## src/rtl/regfile_wb_arbiter_pkg.sv

```systemverilog
// Shared register-file geometry, writeback requester indices and the
// round-robin pointer helper used by the writeback arbiter.
package regfile_wb_arbiter_pkg;

    localparam int REG_AW = 3;
    localparam int REG_DW = 8;
    localparam int REG_N  = 8;

    localparam int WB_ALU  = 0;
    localparam int WB_LOAD = 1;
    localparam int WB_HOST = 2;

    typedef enum logic [1:0] {
        WB_SRC_ALU  = 2'd0,
        WB_SRC_LOAD = 2'd1,
        WB_SRC_HOST = 2'd2
    } wb_src_e;

    // Pointer value after granting index idx: the slot just past the winner, wrapping at n.
    function automatic logic [1:0] rr_next(input logic [1:0] idx, input int n);
        logic [1:0] nxt;
        if (int'(idx) >= n - 1) begin
            nxt = 2'd0;
        end else begin
            nxt = idx + 2'd1;
        end
        return nxt;
    endfunction

endpackage

```

## src/rtl/regfile_wb_arbiter_rr_arbiter.sv

```systemverilog
// Combinational round-robin arbiter: picks the first asserted request at or
// after ptr (ascending, wrapping). The pointer itself is kept by the parent.
module rr_arbiter #(
    parameter int N  = 3,
    parameter int PW = 2
) (
    input  logic [N-1:0]  req,
    input  logic [PW-1:0] ptr,
    input  logic          enable,
    output logic [N-1:0]  gnt,
    output logic [PW-1:0] idx
);

    logic found_s;

    // Walk the requests from ptr upwards and grant the first one found.
    always_comb begin
        gnt     = '0;
        idx     = '0;
        found_s = 1'b0;
        for (int k = 0; k < N; k++) begin
            if (enable && !found_s && req[(int'(ptr) + k) % N]) begin
                gnt[(int'(ptr) + k) % N] = 1'b1;
                idx     = PW'((int'(ptr) + k) % N);
                found_s = 1'b1;
            end else begin
                found_s = found_s;
            end
        end
    end

endmodule

```

## src/rtl/regfile_wb_arbiter.sv

```systemverilog
// Writeback arbiter for the 8x8 register file: round-robin shares the single
// write port between requesters, registers the winning write towards the
// register file and tracks outstanding destination writes in a busy scoreboard.
module regfile_wb_arbiter
    import regfile_wb_arbiter_pkg::*;
#(
    parameter int NREQ = 3,
    parameter int DW   = REG_DW,
    parameter int AW   = REG_AW,
    parameter int NREG = REG_N
) (
    input  logic              clk,
    input  logic              rst_n,
    input  logic [NREQ-1:0]   req_valid,
    input  logic [NREQ*AW-1:0] req_addr,
    input  logic [NREQ*DW-1:0] req_data,
    output logic [NREQ-1:0]   req_ready,
    input  logic              hold,
    input  logic              claim_valid,
    input  logic [AW-1:0]     claim_addr,
    output logic              rf_regwrite,
    output logic [AW-1:0]     rf_writeadd,
    output logic [DW-1:0]     rf_writedata,
    output logic [1:0]        rf_grant_id,
    output logic [NREG-1:0]   busy,
    output logic              err_overclaim
);

    localparam int PW = 2;

    logic [PW-1:0]   ptr_r;
    logic [NREQ-1:0] gnt_s;
    logic [PW-1:0]   grant_idx_s;
    logic            arb_en_s;
    logic            accept_s;
    logic [AW-1:0]   sel_addr_s;
    logic [DW-1:0]   sel_data_s;

    logic            regwrite_r;
    logic [AW-1:0]   writeadd_r;
    logic [DW-1:0]   writedata_r;
    logic [1:0]      grant_id_r;
    logic [NREG-1:0] busy_r;
    logic [NREG-1:0] busy_nxt_s;
    logic            err_r;
    logic            overclaim_s;

    // Arbitration is frozen by hold and suppressed entirely while in reset.
    assign arb_en_s = rst_n & ~hold;

    rr_arbiter #(
        .N  (NREQ),
        .PW (PW)
    ) u_rr (
        .req    (req_valid),
        .ptr    (ptr_r),
        .enable (arb_en_s),
        .gnt    (gnt_s),
        .idx    (grant_idx_s)
    );

    assign req_ready   = gnt_s;
    assign accept_s    = |(req_valid & gnt_s);
    assign sel_addr_s  = req_addr[int'(grant_idx_s)*AW +: AW];
    assign sel_data_s  = req_data[int'(grant_idx_s)*DW +: DW];

    // Registered write towards the register file plus the round-robin pointer.
    always_ff @(posedge clk) begin
        if (!rst_n) begin
            regwrite_r  <= 1'b0;
            writeadd_r  <= '0;
            writedata_r <= '0;
            grant_id_r  <= 2'd0;
            ptr_r       <= '0;
        end else begin
            regwrite_r <= accept_s;
            if (accept_s) begin
                writeadd_r  <= sel_addr_s;
                writedata_r <= sel_data_s;
                grant_id_r  <= grant_idx_s;
                ptr_r       <= rr_next(grant_idx_s, NREQ);
            end else begin
                writeadd_r  <= writeadd_r;
                writedata_r <= writedata_r;
                grant_id_r  <= grant_id_r;
                ptr_r       <= ptr_r;
            end
        end
    end

    // Next scoreboard state: the current rf write retires its bit, a new claim sets it (claim wins).
    always_comb begin
        busy_nxt_s = busy_r;
        if (regwrite_r) begin
            busy_nxt_s[writeadd_r] = 1'b0;
        end else begin
            busy_nxt_s = busy_nxt_s;
        end
        if (claim_valid) begin
            busy_nxt_s[claim_addr] = 1'b1;
        end else begin
            busy_nxt_s = busy_nxt_s;
        end
    end

    // A claim on a register that is still busy and not retiring this cycle is a double writer.
    assign overclaim_s = claim_valid & busy_r[claim_addr] &
                         ~(regwrite_r && (writeadd_r == claim_addr));

    // Scoreboard and sticky overclaim flag.
    always_ff @(posedge clk) begin
        if (!rst_n) begin
            busy_r <= '0;
            err_r  <= 1'b0;
        end else begin
            busy_r <= busy_nxt_s;
            err_r  <= err_r | overclaim_s;
        end
    end

    assign rf_regwrite   = regwrite_r;
    assign rf_writeadd   = writeadd_r;
    assign rf_writedata  = writedata_r;
    assign rf_grant_id   = grant_id_r;
    assign busy          = busy_r;
    assign err_overclaim = err_r;

endmodule

```

## config.mk

```make
export PLATFORM = sky130hd
export DESIGN_NAME = regfile_wb_arbiter
export DESIGN_NICKNAME = d
export VERILOG_FILES = /design/src/rtl/regfile_wb_arbiter_pkg.sv /design/src/rtl/regfile_wb_arbiter_rr_arbiter.sv /design/src/rtl/regfile_wb_arbiter.sv
export SDC_FILE = /design/constraint.sdc
export NUM_CORES = 1
export LEC_CHECK = 0
export BUFFER_PORTS_ARGS = -buffer_cell sky130_fd_sc_hd__buf_2
export CORE_MARGIN = 2
export CORE_UTILIZATION = 25
export CTS_BUF_LIST = sky130_fd_sc_hd__clkbuf_8 sky130_fd_sc_hd__clkbuf_16
export CTS_CLUSTER_DIAMETER = 30
export DETAILED_ROUTE_END_ITERATION = 8
export MAX_ROUTING_LAYER = met4
export SLEW_MARGIN = 30
export SYNTH_ARGS = -nofsm -noshare
export SYNTH_HDL_FRONTEND = slang
export SYNTH_SLANG_ARGS = --single-unit
export TNS_END_PERCENT = 20
```

## constraint.sdc

```tcl
create_clock -name clk -period 3.2 [get_ports clk]
set_input_delay 0.16 -clock clk [delete_from_list [all_inputs] [get_ports clk]]
set_output_delay 0.16 -clock clk [all_outputs]
set_load 0.01 [all_outputs]
```

Word level (Yosys, flattened, before mapping). Index checks and enable logic that the tools add are counted.

Register bits after elaboration: 25. Input bits: 43. Bits in writable memories: 0. Output and inout bits: 26. Memory bits (read-only): 0. Logic and storage cells: 86. Memories kept: 0. Bits in latches: 0.

Bitwise logic cells: 12. $add $sub $neg: 3. Reduce and logical (&&, ||, !) cells: 14. Div/mod/pow operators: 3. $mul: 1. Equal/unequal tests: 1. Muxes and demuxes: 32. Magnitude comparators: 11. Shifts and indexed selects: 2.

Operators by type and width (number): $ge 32x1->1 const B (3); $lt 32x4->1 const B (3); $mod 32x3->32 const B (2); $mod 3x3->32 const B (1); $shiftx 24x6->8 (1); $mux 8 (2); $mux 1 (14); $logic_and 1x1->1 (11); $mux 3 (3); $shiftx 9x5->3 (1); $and 8x8->8 (1); $lt 3x4->1 const B (2); $mux 2 (4); $not 8->8 (1); $or 8x8->8 (1); $bmux 1 s2 (3); $demux 1 s2 (3); $demux 1 s3 (2); $ge 3x1->1 const B (2); $or 3x3->3 (2); $mul 2x2->4 const B (1); $add 2x1->3 const B (1); $add 2x2->3 const B (1); $and 1x1->1 (3); other kinds (9) (11).

Depth between registers and ports, before layout.
Depth in word-level cells: 16. Depth in mapped cells: 10.

Modules after synthesis. Synthesis repeated with hierarchy kept, for this count alone.

Cells, all modules: 183. Area, all modules: 1589.0 um^2.

Modules (own cells, without submodules): regfile_wb_arbiter (cells each 146, area each 1320.0 um^2, sequential area each 500.5 um^2, times used 1); rr_arbiter (cells each 37, area each 269.0 um^2, sequential area each 0.0 um^2, times used 1).

Worst setup path after synthesis. No wires, ideal clock.

Kind: register to register. Start point: register ptr_r[0]. End point: register writedata_r[0] (netlist: rf_writedata[0]). Arrival time: 2.176 ns. Stages on the path, launching flop included: 11. Data required time: 3.070 ns. Path slack: 0.894 ns. Period minus slack after synthesis: 2.306 ns. Cell sequence: dfxtp_1 -> inv_1 -> ha_1 -> buf_2 -> and2b_1 -> nand3_1 -> a31oi_1 -> buf_4 -> mux2_2 -> o211ai_1 -> mux2i_1.

Longest elaborated chain between the ends: 16. Elaborated cells on any way between the ends: 49.

Ends and longest elaborated chain: from (decl) (line regfile_wb_arbiter.sv:31) `logic [PW-1:0] ptr_r;`; from (signal assigned) (line regfile_wb_arbiter.sv:81) `ptr_r <= rr_next(grant_idx_s, NREQ);`; from (signal assigned) (line regfile_wb_arbiter.sv:86) `ptr_r <= ptr_r;`; parallel branches: the longest is 16 deep, another holds $mod 32x3->32; to (signal assigned) (line regfile_wb_arbiter.sv:79) `writedata_r <= sel_data_s;`; to (signal assigned) (line regfile_wb_arbiter.sv:84) `writedata_r <= writedata_r;`; to (decl) (line regfile_wb_arbiter.sv:41) `logic [DW-1:0] writedata_r;`.

Parallel ways; which one is timed is not known. The select of a mux whose other input is x is not followed. A chain may end at the register's enable or synchronous reset.

Worst setup path after layout.
Start point: register ptr_r[0]. End point: register writeadd_r[2] (netlist: rf_writeadd[2]).

Longest elaborated chain between the ends: 16. Elaborated cells on any way between the ends: 50.

Ends and longest elaborated chain: parallel branches: the longest is 16 deep, another holds $mod 32x3->32; to (signal assigned) (line regfile_wb_arbiter.sv:78) `writeadd_r <= sel_addr_s;`; to (signal assigned) (line regfile_wb_arbiter.sv:83) `writeadd_r <= writeadd_r;`; to (decl) (line regfile_wb_arbiter.sv:40) `logic [AW-1:0] writeadd_r;`.

Parallel ways; which one is timed is not known. The select of a mux whose other input is x is not followed.

==> impl_metrics.yaml <==
critical_path:
  regToRegSetupSlack_ps: 660
  crit_path_start: "ptr_r[0]$_SDFFE_PN0P_"
  worst_r2r_path_depth: 9
  cp.required_ps: 3340
  reg2reg_to: "rf_writeadd[2]$_SDFFE_PN0P_"
  start_kind: "register"
  endpoint_kind: "register"
  r2r_start: "ptr_r[0]$_SDFFE_PN0P_"
  critPathMaxFanout: 12
  critical_path_class: "register to register"
  endpoint: "rf_writeadd[2]$_SDFFE_PN0P_"
  critPathArrivalTime_ps: 2680
layout:
  drive_gt1_share_pct: 33.57
  syn_to_final_growth_pct: 23.41
  num-nets-final: 325
  insertedDiodeCount: 0
  final_cell_mix: "68 x buf_2, 25 x nand2_1, 25 x dfxtp_1"
  final_common_cell: "buf_2"
  fin_util_pct: 31.55
power_and_ir_drop:
  p_int_mw: 0.5326
  comb_power_share_pct: 32.5
  p_leak_nw: 0.9119
  max-vdd-ir-drop_mv: 0.1627
  clock_power_share_pct: 23.5
  switching_share_pct: 32.70
  p_seq_share_pct: 44.0
  powerDensity_nw_per_um2: 347.7
  p_switching_mw: 0.2588
floorplan:
  die_w_um: 89.89
  die_h_um: 89.89
  fp.coreArea_um2: 7214
  ios: 69
  die-area_um2: 8080
  rows: 31
  initial_core_util_pct: 25.56
timing:
  whs_ps: 210.1
  post-route-period-util_pct: 79.51
  fin_crit_ps: 2544
  hold_viol: 0
  relSlewSlack_pct: 53.32
  max_freq_ghz: 0.3931
  setup_viol: 0
  clock-skew-final_ps: 3.401
  fin_tns_setup_ps: 0
  worst_slack_ps: 655.8
  maxSlewViolCount: 0
  rsz0062_at_grt: "false"
  worstMarginPinSlew_ps: 696.8
routing:
  drt-initial-drc-count: 52
  ant_nets: 0
  drt-wirelength-per-cell_um: 13.14
  num_vias: 1744
  routed_wl_um: 4939
  first_pass_iters: 4
  vias_per_cell: 4.638
  drcViolationCount: 0
synthesis:
  synth_top_flop_cell: "dfxtp_1"
  synth.distinct_cells: 43
  netlist_instances: 221
  syn_nets: 268
  yosysWarnings: 0
  synth_edf_count: 0
  ys_seq_area_share_pct: 27.14
  ys_ff_latch: 25
  postSynthAreaPerCell_um2: 8.345
  synthArstFlopShare_pct: 0
  synth_area_um2: 1844
cts:
  cts.clk_slew.worst_paths_ps: 90
  cts_tree: "yes"
  cts_resized: 0
  clockBufferDepth: 2
  clk-insertion-delay-late_ps: 270
  htree_levels: 1
  cts_setup_buffers: 0
  cts-buffers-inserted: 3
  cts_root_buffer: "clkbuf_8"
  cts_hold_buf: 0
  cts_sinks: 25
global_route:
  grt.total_usage_pct: 12.62
  grt_pass1_wl_um: 8328
  antenna_found_initial: 0
  grt_max_degree: 36
  grt_pass1_vias: 1739
  grt_overflow_total: 0
place:
  routabilityCongestion: 0.8316
  dp_slack_ps: 678.5
  io_buffers: 68
  dp_hpwl_um: 3677
outcome:
  status: "complete, no violations"
hold_path:
  hp-class: "primary input to register"
job:
  cap_violations: 0
[cell type report]
class	count	area (µm²)
Fill cell	802	4938
Tap cell	99	123.9
Multi-Input combinational cell	172	1227
Sequential cell	25	500.5
Clock buffer	3	41.29
Clock inverter	1	5.005
Inverter	6	22.52
Timing Repair Buffer	70	355.3
[synth_stat cells (3+ instances only)]
master    instances  area [µm²]
dfxtp_1          25       500.5
nand2_1          25       93.84
o21ai_0          19       95.09
mux2i_1          17       170.2
nor2_1           13       48.80
mux2_2           12       135.1
o211ai_1         12       90.09
clkbuf_1          9       33.78
nand2b_1          9       56.30
a21boi_0          8       60.06
buf_2             6       30.03
inv_1             6       22.52
nand3_1           6       30.03
nor2b_1           6       37.54
a21oi_1           4       20.02
ha_1              4       50.05
a31oi_1           3       18.77
nand4_1           3       18.77
xnor2_1           3       26.28
[power groups by stage]
stage / Combinational, mW / Clock, mW / Sequential (mW)
2_1_floorplan: 0.180 / 0 / 0.359
6_report: 0.257 / 0.186 / 0.348
4_1_cts: 0.258 / 0.194 / 0.348
5_1_grt: 0.286 / 0.206 / 0.351
3_3_place_gp: 0.254 / 0 / 0.355
3_5_place_dp: 0.257 / 0 / 0.355
[worst max-delay path: stages, from the launching register on]
cell and delay, ps:
dfxtp_1 400, inv_1 80, ha_1 420, and2b_1 320, nand3_1 90, a31oi_1 220, buf_4 240, mux2_2 350
o211ai_1 200, mux2i_1 100
[logic make-up (layout without fill, tap and decap cells)]
kind of cell / count (synthesis) / in the layout / synth area share, %
multiplexers: 31 / 31 / 19.00
buffers and inverters: 24 / 80 / 6.309
XOR/XNOR: 3 / 3 / 1.425
AND/OR/NAND/NOR: 70 / 70 / 18.86
flip-flops: 25 / 25 / 27.14
adder cells (fa/ha/maj): 4 / 4 / 2.714
AO/OA/AOI/OAI: 64 / 64 / 24.56
[registers in the layout, summed over array words and instances, names as in the netlist]
register,flops
ptr_r,2
err_overclaim,1
rf_writedata,8
rf_regwrite,1
busy,8
rf_grant_id,2
rf_writeadd,3
[how the worst min path moves through the flow]
| stage | slack, ps | cells past startpoint | end | startpoint |
|---|---|---|---|---|
| after CTS | 210 | 3 | busy[3]$_SDFF_PN0_ | claim_valid |
| after floorplan | 320 | 2 | busy[6]$_SDFF_PN0_ | claim_valid |
| after global placement | 440 | 2 | rf_writedata[6]$_SDFFE_PN0P_ | rf_writedata[6]$_SDFFE_PN0P_ |
| after detailed placement | 450 | 2 | rf_writedata[0]$_SDFFE_PN0P_ | rf_writedata[0]$_SDFFE_PN0P_ |
| after global routing | 220 | 3 | busy[6]$_SDFF_PN0_ | claim_valid |
| final | 210 | 3 | busy[6]$_SDFF_PN0_ | claim_valid |
[stage by stage]
step / cells / cell area, µm² / total power, mW
2_1_floorplan: 221 / 1844 / 0.5392
3_5_place_dp: 372 / 2230 / 0.6121
6_report: 376 / 2276 / 0.7914
5_1_grt: 376 / 2276 / 0.8438
4_1_cts: 376 / 2276 / 0.8001
3_3_place_gp: 372 / 2230 / 0.6086
[routing by layer]
metal  vias up  global-route usage [%]  share of wire [%]
met5         -                       -                  0
met4         0                   3.590                1.6
met3         8                   2.347                4.3
met2        56                   20.27                 48
met1       777                   16.34                 46
li1        903                       -                  -
(Power assumes the default switching activity.)
